File: src/rtl/car_game_pkg.sv
// Shared types and constants for the VGA car demo.
//   state_t : motion FSM states (IDLE, ACCEL, CRUISE, BRAKE)
//   cmd_t   : drive command decoded from the debounced buttons
//   Screen geometry (H_ACTIVE, V_ACTIVE, CAR_W) and datapath widths (X_W, SPD_W).
package car_game_pkg;

    localparam int H_ACTIVE = 640;
    localparam int V_ACTIVE = 480;
    localparam int CAR_W    = 50;

    localparam int X_W   = 10;
    localparam int SPD_W = 4;

    typedef enum logic [1:0] {
        IDLE   = 2'd0,
        ACCEL  = 2'd1,
        CRUISE = 2'd2,
        BRAKE  = 2'd3
    } state_t;

    typedef enum logic [1:0] {
        NONE  = 2'd0,
        LEFT  = 2'd1,
        RIGHT = 2'd2
    } cmd_t;

    // Both buttons held cancel each other out, exactly like no button.
    function automatic cmd_t decode_cmd(input logic left, input logic right);
        cmd_t c;
        case ({left, right})
            2'b10:   c = LEFT;
            2'b01:   c = RIGHT;
            default: c = NONE;
        endcase
        return c;
    endfunction

endpackage

File: src/rtl/btn_debounce.sv
// Button conditioner: 2-flop synchroniser followed by a frame-sampled
// debounce counter.
//   clk, rst_n   : pixel clock, asynchronous active-low reset
//   frame_start  : one-cycle pulse per frame; the only time the button is sampled
//   btn_raw      : asynchronous raw button
//   level        : debounced button level
module btn_debounce #(
    parameter int DEBOUNCE_FRAMES = 2
) (
    input  logic clk,
    input  logic rst_n,
    input  logic frame_start,
    input  logic btn_raw,
    output logic level
);

    localparam logic [2:0] CNT_LAST = 3'(DEBOUNCE_FRAMES - 1);

    logic [1:0] sync_q;
    logic [2:0] cnt;

    // cnt counts consecutive frame samples that disagree with the current
    // level; the level flips on the sample that completes the run.
    always_ff @(posedge clk or negedge rst_n) begin
        if (!rst_n) begin
            sync_q <= '0;
            cnt    <= '0;
            level  <= 1'b0;
        end else begin
            sync_q <= {sync_q[0], btn_raw};
            if (frame_start) begin
                if (sync_q[1] != level) begin
                    if (cnt == CNT_LAST) begin
                        level <= ~level;
                        cnt   <= '0;
                    end else begin
                        cnt <= cnt + 3'd1;
                    end
                end else begin
                    cnt <= '0;
                end
            end
        end
    end

endmodule

File: src/rtl/car_motion_ctrl.sv
// Frame-synchronous motion controller for the player car.
// Debounces the left/right buttons, runs an accelerate/cruise/brake FSM and
// advances the car position once per frame (on the frame_start edge, during
// vertical blanking) so the renderer never sees a mid-frame change.
//   clk, rst_n     : pixel clock, asynchronous active-low reset
//   frame_start    : one-cycle pulse at start of vertical blanking
//   btn_left/right : raw asynchronous buttons
//   car_x          : car left edge in pixels, always within [0, X_MAX]
//   speed, dir     : pixels per frame, 1 = right / 0 = left
//   moving         : speed != 0
//   at_left_edge   : car_x == 0
//   at_right_edge  : car_x == X_MAX
module car_motion_ctrl
    import car_game_pkg::*;
#(
    parameter int X_MAX           = H_ACTIVE - CAR_W,
    parameter int X_RESET         = 0,
    parameter int MAX_SPEED       = 8,
    parameter int ACCEL_FRAMES    = 4,
    parameter int DEBOUNCE_FRAMES = 2
) (
    input  logic             clk,
    input  logic             rst_n,
    input  logic             frame_start,
    input  logic             btn_left,
    input  logic             btn_right,
    output logic [X_W-1:0]   car_x,
    output logic [SPD_W-1:0] speed,
    output logic             dir,
    output logic             moving,
    output logic             at_left_edge,
    output logic             at_right_edge
);

    localparam logic [X_W:0]     X_MAX_EXT = (X_W + 1)'(X_MAX);
    localparam logic [X_W-1:0]   X_MAX_V   = X_W'(X_MAX);
    localparam logic [X_W-1:0]   X_RESET_V = X_W'(X_RESET);
    localparam logic [SPD_W-1:0] MAX_SPD_V = SPD_W'(MAX_SPEED);
    localparam logic [SPD_W-1:0] SPD_ONE   = SPD_W'(1);
    localparam logic [3:0]       ACC_LAST  = 4'(ACCEL_FRAMES - 1);

    logic             lvl_left;
    logic             lvl_right;
    cmd_t             cmd;
    logic             cmd_match;
    state_t           state;
    logic [3:0]       acc_cnt;
    logic [SPD_W-1:0] spd_inc;
    logic [X_W-1:0]   spd_x;
    logic [X_W:0]     x_plus;
    logic             hit_right;
    logic             hit_left;
    logic             wall_hit;
    logic [X_W-1:0]   x_next;

    btn_debounce #(.DEBOUNCE_FRAMES(DEBOUNCE_FRAMES)) u_deb_left (
        .clk         (clk),
        .rst_n       (rst_n),
        .frame_start (frame_start),
        .btn_raw     (btn_left),
        .level       (lvl_left)
    );

    btn_debounce #(.DEBOUNCE_FRAMES(DEBOUNCE_FRAMES)) u_deb_right (
        .clk         (clk),
        .rst_n       (rst_n),
        .frame_start (frame_start),
        .btn_raw     (btn_right),
        .level       (lvl_right)
    );

    // Command comes from the levels registered at the previous frame.
    assign cmd       = decode_cmd(lvl_left, lvl_right);
    assign cmd_match = ((cmd == RIGHT) && dir) || ((cmd == LEFT) && !dir);
    assign spd_inc   = speed + SPD_ONE;

    // Position update uses the speed held before this edge. The sum is one
    // bit wider so the right-wall test cannot wrap.
    assign spd_x     = {{(X_W - SPD_W){1'b0}}, speed};
    assign x_plus    = {1'b0, car_x} + {1'b0, spd_x};
    assign hit_right = dir  && moving && (x_plus >= X_MAX_EXT);
    assign hit_left  = !dir && moving && (car_x <= spd_x);
    assign wall_hit  = hit_right || hit_left;

    always_comb begin
        x_next = car_x;
        if (hit_right) begin
            x_next = X_MAX_V;
        end else if (hit_left) begin
            x_next = '0;
        end else if (moving) begin
            x_next = dir ? x_plus[X_W-1:0] : (car_x - spd_x);
        end
    end

    // Everything advances only on the edge that samples frame_start; a wall
    // hit takes priority over whatever the FSM would do on that edge.
    always_ff @(posedge clk or negedge rst_n) begin
        if (!rst_n) begin
            state   <= IDLE;
            speed   <= '0;
            dir     <= 1'b1;
            acc_cnt <= '0;
            car_x   <= X_RESET_V;
        end else if (frame_start) begin
            car_x <= x_next;
            if (wall_hit) begin
                state   <= IDLE;
                speed   <= '0;
                acc_cnt <= '0;
            end else begin
                case (state)
                    IDLE: begin
                        if (cmd != NONE) begin
                            dir     <= (cmd == RIGHT);
                            speed   <= SPD_ONE;
                            acc_cnt <= '0;
                            state   <= (MAX_SPD_V == SPD_ONE) ? CRUISE : ACCEL;
                        end
                    end
                    ACCEL: begin
                        if (!cmd_match) begin
                            state <= BRAKE;
                        end else if (acc_cnt == ACC_LAST) begin
                            acc_cnt <= '0;
                            speed   <= spd_inc;
                            if (spd_inc == MAX_SPD_V) begin
                                state <= CRUISE;
                            end
                        end else begin
                            acc_cnt <= acc_cnt + 4'd1;
                        end
                    end
                    CRUISE: begin
                        if (!cmd_match) begin
                            state <= BRAKE;
                        end
                    end
                    BRAKE: begin
                        // Re-pressing the current direction resumes
                        // acceleration from the speed already reached.
                        if (cmd_match) begin
                            state   <= ACCEL;
                            acc_cnt <= '0;
                        end else if (speed <= SPD_ONE) begin
                            speed <= '0;
                            state <= IDLE;
                        end else begin
                            speed <= speed - SPD_ONE;
                        end
                    end
                    default: state <= IDLE;
                endcase
            end
        end
    end

    assign moving        = (speed != '0);
    assign at_left_edge  = (car_x == '0);
    assign at_right_edge = (car_x == X_MAX_V);

endmodule

File: config.mk
export PLATFORM = sky130hd
export DESIGN_NAME = car_motion_ctrl
export DESIGN_NICKNAME = d
export VERILOG_FILES = /design/src/rtl/car_game_pkg.sv /design/src/rtl/btn_debounce.sv /design/src/rtl/car_motion_ctrl.sv
export SDC_FILE = /design/constraint.sdc
export NUM_CORES = 1
export LEC_CHECK = 0
export CORE_MARGIN = 3
export CORE_UTILIZATION = 58
export DETAILED_ROUTE_END_ITERATION = 8
export MAX_ROUTING_LAYER = met4
export PLACE_DENSITY = 0.8
export SYNTH_ARGS = -nofsm -noshare
export SYNTH_HDL_FRONTEND = slang
export SYNTH_SLANG_ARGS = --single-unit
export TNS_END_PERCENT = 30
File: constraint.sdc
create_clock -name clk -period 4.2 [get_ports clk]
set_input_delay 0.84 -clock clk [delete_from_list [all_inputs] [get_ports clk]]
set_output_delay 0.84 -clock clk [all_outputs]
set_load 0.01 [all_outputs]
==> results of run 1 <==
==> worst max-delay path, cell delays in order, from the launching register on <==
cell	delay, ps
dfrtp_1	530
ha_1	250
inv_1	80
fa_1	460
o21ba_2	250
o211ai_1	150
or3b_1	360
a32o_1	290
a211o_1	390
nand2_1	360
o221ai_1	180
==> metrics by stage <==
| stage | instance area (um^2) | total power [uW] |
|---|---|---|
| after floorplan | 2660 | 1770 |
| after global placement | 2880 | 2140 |
| after detailed placement | 2880 | 2160 |
| after CTS | 2970 | 2410 |
| after global routing | 2970 | 2640 |
| final | 2970 | 2420 |
==> how the worst max path moves through the flow <==
stage	to	slack (ps)	depth (start not counted)
final	speed[3]	750	10
after CTS	speed[3]	750	10
after global routing	speed[3]	520	10
after floorplan	dir	1180	10
after global placement	speed[3]	860	10
after detailed placement	speed[3]	770	10
==> logic make-up (layout without fill, tap and decap cells) <==
group	after synthesis	in the layout	synth area share, %
buf+inv	39	54	5.98
simple gates	119	119	22.5
mux	8	8	3.20
fa+ha+maj	22	22	10.9
xor+xnor	9	9	2.97
compound gates	78	78	23.4
flops	33	33	31.1
==> report_power, final <==
| part | internal (uW) | switching [uW] | total [uW] | leakage [uW] |
|---|---|---|---|---|
| logic | 675 | 857 | 1530 | 0.000847 |
| clock network | 114 | 124 | 238 | 0.0000439 |
| registers | 431 | 223 | 654 | 0.000393 |
==> cells in the final DEF (no fill, tap or decap), types with 2 or more instances in the layout <==
master and count:
a31oi_1 3, o211ai_1 3, a21oi_1 8, nor2b_1 4
o31ai_1 5, xor2_1 7, o22ai_1 5, o2111ai_1 2
nand3_1 11, clkbuf_8 5, clkdlybuf4s50_1 22, o2bb2ai_1 7
a21o_1 3, buf_4 2, a32o_1 4, o21ai_0 9
fa_1 2, mux2i_1 7, or4_1 2, a2bb2oi_1 2
and2_1 3, xnor2_1 2, nand2b_1 9, dfrtp_1 32
nand4_1 9, and4_1 3, nor2_1 19, a211oi_1 2
or3_1 4, clkinv_2 2, inv_1 22, nor3_1 5
or3b_1 2, o221ai_1 2, ha_1 20, nand2_1 42
a22oi_1 4, o311ai_1 4, o22a_1 2
==> registers in the layout (all words and copies together) (netlist names) <==
name / cells
acc_cnt: 4
car_x: 10
dir: 1
speed: 4
state: 2
u_deb_left.cnt: 3
u_deb_left.level: 1
u_deb_left.sync_q: 2
u_deb_right.cnt: 3
u_deb_right.level: 1
u_deb_right.sync_q: 2
==> area by class of cell <==
class,count,area (um^2)
Clock inverter,3,17.5
Multi-Input combinational cell,236,1670
Clock buffer,5,68.8
Timing Repair Buffer,24,235
Tap cell,50,62.6
Fill cell,328,1240
Inverter,22,82.6
Sequential cell,33,827
==> per-layer routing <==
| metal | global-route usage (%) | routed length [um] | up-vias |
|---|---|---|---|
| met5 | - | 0 | - |
| met4 | 5.84 | 84 | 0 |
| met3 | 4.92 | 432 | 8 |
| met2 | 37.7 | 2740 | 93 |
| met1 | 35.8 | 2850 | 1118 |
| li1 | - | - | 1156 |
==> key figures, run 1 <==
Yosys
  • Post-synth EDFFs: 0
  • Area leader, netlist: dfrtp_1
  • Top post-synthesis cells by area: dfrtp_1, ha_1, nand2_1
  • Share of the synthesized area in the top cell type: 30.1%
  • Yosys warns: 0
  • Cells after Synth: 308
  • Unique masters post-synth: 60
  • Most common cell in the netlist: nand2_1
  • Number of synthesized register bits: 33
  • Post-synthesis sequential area ratio: 31.1%
  • Top cells by count, synth: nand2_1, dfrtp_1, inv_1
  • Post-synthesis async set-or-reset flop share: 100%
  • Syn avg cell area: 8.63 um^2
  • Syn_nets: 335
  • Synthesized area: 2660 um^2
  • Prevailing post-synth register cell: dfrtp_1

STA
  • Final Skew: 11.8 ps
  • Final period utilization: 82.2%
  • Fin. Hold Viols: 0
  • Fmax: 0.290 GHz
  • Slew margin rel.: 65.6%
  • Final TNS setup: 0 ps
  • Final setup vio count: 0
  • Hold Worst Slack: 353 ps
  • Final Max Tran Viols: 0
  • RSZ-0062 raised after global routing: no
  • Final Critical Period: 3450 ps
  • Actual slew at the worst max-slew pin: 512 ps
  • PnR worst setup slack: 749 ps

Clocking
  • Post-cts sizing count: 0
  • Htree depth: 2
  • Clock buffer count from CTS: 5
  • Setup Buffers After CTS: 0
  • Sink Count: 33
  • Max clock buf depth: 2
  • CTS tree: done
  • Clock Tree Root: clkbuf_8
  • Hold-fix buffers, CTS: 0
  • Clock-pin slew of the registers on the worst-case setup and hold paths: 80 ps
  • Worst-skew pair later-pin latency: 290 ps

Critical path
  • Worst EP required: 4350 ps
  • Worst R2R Start: speed[0]
  • RR Endpoint: speed[3]
  • Reg2Reg Depth: 10
  • WS Path Type: flop to flop
  • FF-to-FF setup slack: 750 ps
  • Crit path max fanout: 11
  • Crit path from: speed[0]
  • Arr. time, crit path: 3610 ps
  • CP startpoint kind: flop
  • Crit end category: flop

Global route
  • Largest net degree at the start of global routing: 34
  • Total GRT Usage: 25.4%
  • Number of global-route vias before repair: 2115
  • First-pass GRT wire length: 10.5 mm
  • Antenna violations before repair: 0
  • Gr ovfl total: 0

Floorplanning
  • Io pins: 23
  • Die area: 5430 um^2
  • Die Height: 73.7 um
  • Initial cell density of the core: 63.3%
  • Site Rows: 23
  • Core ar.: 4200 um^2
  • Die Wd: 73.7 um

Route
  • DRT Wirelength: 6.11 mm
  • TritonRoute pass-1 iters: 4
  • Vias/cell: 6.37
  • WL/cell: 16.4 um
  • Residual DRC: 0
  • Vias post-DR: 2375
  • Antenna Nets Post-Route: 0
  • DR iter-0 viols: 283

Layout
  • Area Overhead vs Synth: 11.6%
  • Nets: 349
  • Final non-filler cell total: 373
  • Post-route core utilization: 70.6%
  • Share of layout cells above drive strength 1: 5.88%
  • Ant. Diodes: 0

Placed design
  • DP Wirelength: 4.46 mm
  • Setup WS pre-CTS: 766 ps
  • Placed instance count: 365
  • Port Buffers: 22
  • GPL Wtd Cong: 0.936

Run status
  • Status: completed

Power
  • Pwr per Cell Area: 818 nW/um^2
  • Peak supply drop: 529 uV
  • Lkg Pwr: 0.00128 uW

Hold path
  • Hold Path Origin: u_deb_left.sync_q[0]
  • Worst Hold Class: flop to flop
  • Hold path depth: 0
  • Hold endpoint: u_deb_left.sync_q[1]

Flow run
  • Max-cap violations: 0
Power figures use the tool's default switching activity.
==> run 2, diff against run 1 <==
--- a/config.mk
+++ b/config.mk
@@ -6,10 +6,10 @@
 export NUM_CORES = 1
 export LEC_CHECK = 0
 export CORE_MARGIN = 3
-export CORE_UTILIZATION = 58
+export CORE_UTILIZATION = 53
 export DETAILED_ROUTE_END_ITERATION = 8
 export MAX_ROUTING_LAYER = met4
-export PLACE_DENSITY = 0.8
+export PLACE_DENSITY = 0.77
 export SYNTH_ARGS = -nofsm -noshare
 export SYNTH_HDL_FRONTEND = slang
 export SYNTH_SLANG_ARGS = --single-unit
==> constraint.sdc (replaced) <==
create_clock -name clk -period 2.9 [get_ports clk]
set_input_delay 0.58 -clock clk [delete_from_list [all_inputs] [get_ports clk]]
set_output_delay 0.58 -clock clk [all_outputs]
set_load 0.01 [all_outputs]
==> key figures, run 2 (synthesized netlist as in run 1, its figures left out) <==
Layout
  • Share of layout cells above drive strength 1: 16.6% (+11 points)
  • Most frequent cells in the layout: nand2_1, dfrtp_1, buf_4
  • Ant. Diodes: 0 (unchanged)
  • Largest register by flop count: car_x
  • Leading cell type in the layout, fill and taps excluded: nand2_1
  • Largest register FFs: 10 (unchanged)
  • Post-route core utilization: 68.8% (-1.7 points)
  • Register area: 828 um^2 (+0.15%)
  • Nets: 375 (+7.4%)
  • Largest regs: car_x x10, acc_cnt x4, speed x4
  • Area of the multi-input gates: 1730 um^2 (+3.4%)
  • Area Overhead vs Synth: 24.0%
  • Cell area after layout: 3290 um^2 (+11%)
  • Fill count: 374 (+14%)

Clocking
  • Clock-pin slew of the registers on the worst-case setup and hold paths: 70 ps (about the same)
  • Hold-fix buffers, CTS: 0 (unchanged)
  • Worst-skew pair later-pin latency: 290 ps (about the same)
  • CTS tree: done
  • Clock buffer count from CTS: 5 (unchanged)
  • Htree depth: 2 (unchanged)
  • Clock Tree Root: clkbuf_8
  • Max clock buf depth: 2 (unchanged)
  • Sink Count: 33 (unchanged)

Route
  • TritonRoute pass-1 iters: 5 (+1)
  • Vias post-DR: 2507 (+5.6%)
  • DR iter-0 viols: 217 (-23%)
  • Antenna Nets Post-Route: 0 (unchanged)
  • WL/cell: 15.8 um (-3.6%)
  • Vias/cell: 6.03 (-5.4%)
  • Residual DRC: 0 (unchanged)
  • DRT Wirelength: 6.57 mm (+7.5%)

Critical path
  • Crit end category: flop
  • Worst EP required: 3070 ps (-1280 ps)
  • FF-to-FF setup slack: -10 ps (-760 ps)
  • Crit path max fanout: 5 (-6)
  • Worst R2R Start: car_x[0]
  • WP depth: 11 (+1)
  • Cell Chain, Critical Path: ha_4, inv_2, fa_2, o21ba_4, o211ai_1, or3b_1, a32o_2, a211o_4, buf_6, nand4_1, o311ai_2
  • WS Path Type: flop to flop
  • CP max stage delay: 430 ps (-100 ps)
  • CP bufs+invs: 2 (+1)
  • RR Endpoint: car_x[5]
  • Slowest cell on the critical path: fa_2
  • Crit path max-delay family: compound AO/OA/AOI/OAI gates
  • CP startpoint kind: flop
  • Reg2Reg Depth: 11 (+1)
  • Arr. time, crit path: 3080 ps (-530 ps)

Power
  • Lkg Pwr: 0.00147 uW (+15%)
  • Pwr per Cell Area: 1230 nW/um^2 (+50%)
  • Peak supply drop: 672 uV (+27%)

Placed design
  • DP Wirelength: 4.97 mm (+12%)
  • GPL Wtd Cong: 0.918 (-1.9%)
  • DP Area: 3090 um^2 (+7.4%)
  • Port Buffers: 22 (unchanged)

Global route
  • Largest net degree at the start of global routing: 34 (unchanged)
  • Number of global-route vias before repair: 2346 (+11%)
  • GR peak layer: met2
  • Met1 Track Usage GR: 29.1% (-6.7 points)
  • Total GRT Usage: 23.4% (-2.0 points)
  • Met2 usage: 38.8% (+1.1 points)
  • First-pass GRT wire length: 11.0 mm (+4.7%)
  • Met3 GRT Util: 4.34% (-0.58 points)
  • Gr ovfl total: 0 (unchanged)
  • Antenna violations before repair: 0 (unchanged)

STA
  • Final TNS setup: -11.8 ps (-11.8 ps)
  • Slew margin rel.: 71.3% (+5.7 points)
  • Final Max Tran Viols: 0 (unchanged)
  • Fmax: 0.343 GHz (+19%)
  • Final Skew: 7.07 ps (-4.69 ps)
  • Final period utilization: 100% (+18 points)
  • Final Critical Period: 2910 ps (-539 ps)
  • Final setup vio count: 1 (+1)
  • Actual slew at the worst max-slew pin: 419 ps (-93.5 ps)
  • Hold Worst Slack: 350 ps (-3.09 ps)
  • RSZ-0062 raised after global routing: yes
  • PnR worst setup slack: -11.8 ps (-761 ps)
  • Fin. Hold Viols: 0 (unchanged)

Run status
  • Status: finished, violations left
  • Failing checks: setup timing

Floorplanning
  • Site Rows: 25 (+8.7%)
  • Io pins: 23 (unchanged)
  • Die area: 5900 um^2 (+8.6%)
  • Core ar.: 4790 um^2 (+14%)
  • Die Height: 76.8 um (+4.2%)
  • Initial cell density of the core: 55.5% (-7.7 points)
  • Die Wd: 76.8 um (+4.2%)

Hold path
  • Worst Hold Class: flop to flop
  • Hold path depth: 0 (unchanged)
  • Hold endpoint: u_deb_right.sync_q[1]
  • Hold Path Origin: u_deb_right.sync_q[0]

Flow run
  • Max-cap violations: 0 (unchanged)
[run 2: changes by cell type in the layout (fill, tap and decap cells not counted), moves of 2 or more]
cell and change:
inv_2 +2, buf_4 +25, inv_1 -2, bufinv_16 +2
[run 2: worst reg2reg max path: cells and delay by family (launching register included)]
family / cells / cell delay (ps)
AO/OA/AOI/OAI: 5 / 1150
adder cells (fa/ha/maj): 2 / 590
AND/OR/NAND/NOR: 2 / 470
flip-flops: 1 / 390
buffers and inverters: 2 / 180
[run 2: stage by stage]
step | worst slack (ps) | instances | power [uW]
2_1_floorplan | 3.31 | 308 | 2560
4_1_cts | 7.02 | 415 | 3950
5_1_grt | -89.3 | 416 | 4370
6_report | -11.8 | 416 | 4050
3_5_place_dp | 1.17 | 407 | 3400
3_3_place_gp | 104 | 407 | 3350
[run 2: report_power, final]
group | switching (uW) | total, uW | internal (uW)
logic | 1510 | 2740 | 1230
clock network | 180 | 521 | 341
registers | 165 | 792 | 627
[run 2: how the worst max path moves through the flow]
stage,startpoint,to,slack [ps]
4_1_cts,car_x[0],car_x[5],7
5_1_grt,car_x[0],car_x[5],-90
3_5_place_dp,car_x[0],car_x[0],1
2_1_floorplan,speed[0],dir,3
6_report,car_x[0],car_x[5],-10
3_3_place_gp,speed[0],acc_cnt[1],100
[run 2: layout make-up]
cell class                 count  area share, %
sequential                    33           25.1
clock inverter                 3           1.97
tap                           67           2.54
inverter                      22           2.51
timing repair buffer          50           13.3
multi-input combinational    236           52.5
clock buffer                   5           2.09
[run 2: repair_timing]
item                       CTS  global route
buffers inserted             0             1
resized for setup            3            11
pin swaps                    1             8
setup endpoints to repair    9            20
[run 2: metal layers]
metal  routed length, um  vias to the layer above  part of all wire, %
met1                2900                     1196                   44
met3                 348                        7                  5.3
met5                   0                        -                    0
met4                  68                        0                  1.0
li1                    -                     1204                    -
met2                3250                      100                   49
==> run 3, diff against run 2 <==
==> constraint.sdc (replaced) <==
create_clock -name clk -period 2.4 [get_ports clk]
set_input_delay 0.48 -clock clk [delete_from_list [all_inputs] [get_ports clk]]
set_output_delay 0.48 -clock clk [all_outputs]
set_load 0.01 [all_outputs]
==> key figures, run 3 (synthesized netlist as in run 1, its figures left out) <==
Critical path
  • Cell Chain, Critical Path: ha_4, inv_2, fa_2, o21ba_4, o211ai_1, or3b_1, a32o_2, a211oi_4, or4_4, mux2_4
  • Crit end category: flop
  • CP max stage delay: 390 ps (-40 ps)
  • WS Path Type: flop to flop
  • Crit path from: speed[0]
  • Slowest cell on the critical path: dfrtp_2
  • Worst R2R Start: speed[0]
  • Crit path max fanout: 5 (unchanged)
  • CP startpoint kind: flop
  • Arr. time, crit path: 3080 ps (about the same)
  • Worst EP required: 2630 ps (-440 ps)

Layout
  • Area of the multi-input gates: 1850 um^2 (+6.7%)
  • Ant. Diodes: 0 (unchanged)
  • Nets: 411 (+9.6%)
  • Largest regs: car_x x10, acc_cnt x4, speed x4
  • Leading cell type in the layout, fill and taps excluded: buf_4
  • Area Overhead vs Synth: 36.8%
  • Largest register by flop count: car_x
  • Share of layout cells above drive strength 1: 29.6% (+13 points)
  • Fill count: 354 (-5.3%)
  • Most frequent cells in the layout: buf_4, nand2_1, dfrtp_1
  • Register area: 831 um^2 (+0.30%)
  • Largest register FFs: 10 (unchanged)

Clocking
  • Htree depth: 2 (unchanged)
  • Hold-fix buffers, CTS: 0 (unchanged)
  • Clock-pin slew of the registers on the worst-case setup and hold paths: 70 ps (about the same)
  • Sink Count: 33 (unchanged)
  • Max clock buf depth: 2 (unchanged)
  • Clock Tree Root: clkbuf_8
  • Worst-skew pair later-pin latency: 300 ps (about the same)
  • CTS tree: done
  • Clock buffer count from CTS: 5 (unchanged)

Global route
  • Number of global-route vias before repair: 2701 (+15%)
  • Total GRT Usage: 27.5% (+4.1 points)
  • Gr ovfl total: 0 (unchanged)
  • Antenna violations before repair: 0 (unchanged)
  • Largest net degree at the start of global routing: 34 (unchanged)
  • First-pass GRT wire length: 12.7 mm (+16%)

STA
  • RSZ-0062 raised after global routing: yes
  • Final setup vio count: 21 (+20)
  • Fin. Hold Viols: 0 (unchanged)
  • Hold Worst Slack: 353 ps (+2.83 ps)
  • Fmax: 0.350 GHz (+2.1%)
  • Final period utilization: 119% (+18 points)
  • Slew margin rel.: 58.4% (-13 points)
  • PnR worst setup slack: -453 ps (-441 ps)
  • Actual slew at the worst max-slew pin: 619 ps (+200 ps)
  • Final Skew: 10.7 ps (+3.64 ps)
  • Final Critical Period: 2850 ps (-58.7 ps)
  • Final Max Tran Viols: 0 (unchanged)

Route
  • WL/cell: 16.6 um (+5.3%)
  • DRT Wirelength: 7.52 mm (+14%)
  • Vias/cell: 5.94 (-1.5%)
  • Antenna Nets Post-Route: 0 (unchanged)
  • DR iter-0 viols: 287 (+32%)
  • TritonRoute pass-1 iters: 4 (-1)
  • Residual DRC: 0 (unchanged)
  • Vias post-DR: 2683 (+7.0%)

Power
  • Lkg Pwr: 0.00164 uW (+11%)
  • Peak supply drop: 901 uV (+34%)
  • Pwr per Cell Area: 1480 nW/um^2 (+20%)

Floorplanning
  • Io pins: 23 (unchanged)
  • Initial cell density of the core: 55.5% (unchanged)
  • Site Rows: 25 (unchanged)
  • Die Wd: 76.8 um (unchanged)
  • Die area: 5900 um^2 (unchanged)
  • Die Height: 76.8 um (unchanged)
  • Core ar.: 4790 um^2 (unchanged)

Placed design
  • DP Wirelength: 5.35 mm (+7.6%)
  • Setup WS pre-CTS: -420 ps (-421 ps)
  • Port Buffers: 22 (unchanged)
  • GPL Wtd Cong: 0.930 (+1.3%)

Run status
  • Status: finished, violations left
  • Failing checks: setup timing

Hold path
  • Worst Hold Class: flop to flop
  • Hold Path Origin: u_deb_right.sync_q[0]

Flow run
  • Max-cap violations: 0 (unchanged)
-- run 3: changes by cell type in the layout (fill, tap and decap cells not counted), sizes merged --
cell	delta
buf	+38
bufinv	-2
clkdlybuf4s50	-2
clkinv	+1
clkinvlp	+1
dlygate4sd2	+1
dlymetal6s2s	-1
-- run 3: layout make-up --
cell class                      instances  share of cell area [%]
Multi-Input combinational cell        236                    50.8
Clock buffer                            5                    1.89
Timing Repair Buffer                   86                    19.3
Clock inverter                          3                   0.482
Sequential cell                        33                    22.9
Tap cell                               67                    2.31
Inverter                               22                    2.34
-- run 3: power by group --
| group | total (uW) | switching, uW | internal (uW) |
|---|---|---|---|
| registers | 976 | 215 | 761 |
| clock network | 417 | 217 | 200 |
| logic | 3970 | 2040 | 1940 |
-- run 3: worst paths after layout --
kind | slack (ps) | endpoint | depth (start not counted)
worst max register to register | -450 | dir | 10
max in group asynchronous | 1470 | speed[0] | 2
worst min-delay path | 350 | u_deb_right.sync_q[1] | 0
worst min register to register | 350 | u_deb_right.sync_q[1] | 0
min in group asynchronous | 580 | car_x[3] | 2
worst max-delay path | -450 | dir | 10
-- run 3: worst max-delay path: cells and delay by family (launching register included) --
family	cells	cell delay (ps)
buffers and inverters	1	40
and+or+nand+nor	2	570
DFF	1	390
muxes	1	280
adders and majority gates	2	520
AOI/OAI and AO/OA	4	970
-- run 3: metal layers --
metal  wire (um)  share of wire (%)  GRT usage, %  up-vias
met5           0                  0             -        -
met4         130                1.7          7.61        0
met3         504                6.7          6.69       19
met2        3710                 49          44.6       93
met1        3170                 42          34.4     1297
li1            -                  -             -     1274
-- run 3: timing repair --
item,CTS,global route
endpoints found under the setup margin,24,22
pin swaps,7,2
gates resized for setup,30,7
buffers inserted,6,1
gates cloned,0,0
-- run 3: per-stage QoR --
step	total power, uW	area (um^2)	cells	setup TNS [ps]	util [%]
after CTS	5210	3590	451	-5940	75.0
after floorplan	3180	2700	308	-8250	-
final	5370	3630	452	-7960	75.9
after global routing	5810	3630	452	-9820	75.9
after global placement	4470	3350	437	-7400	70.0
after detailed placement	4540	3350	437	-8220	70.0
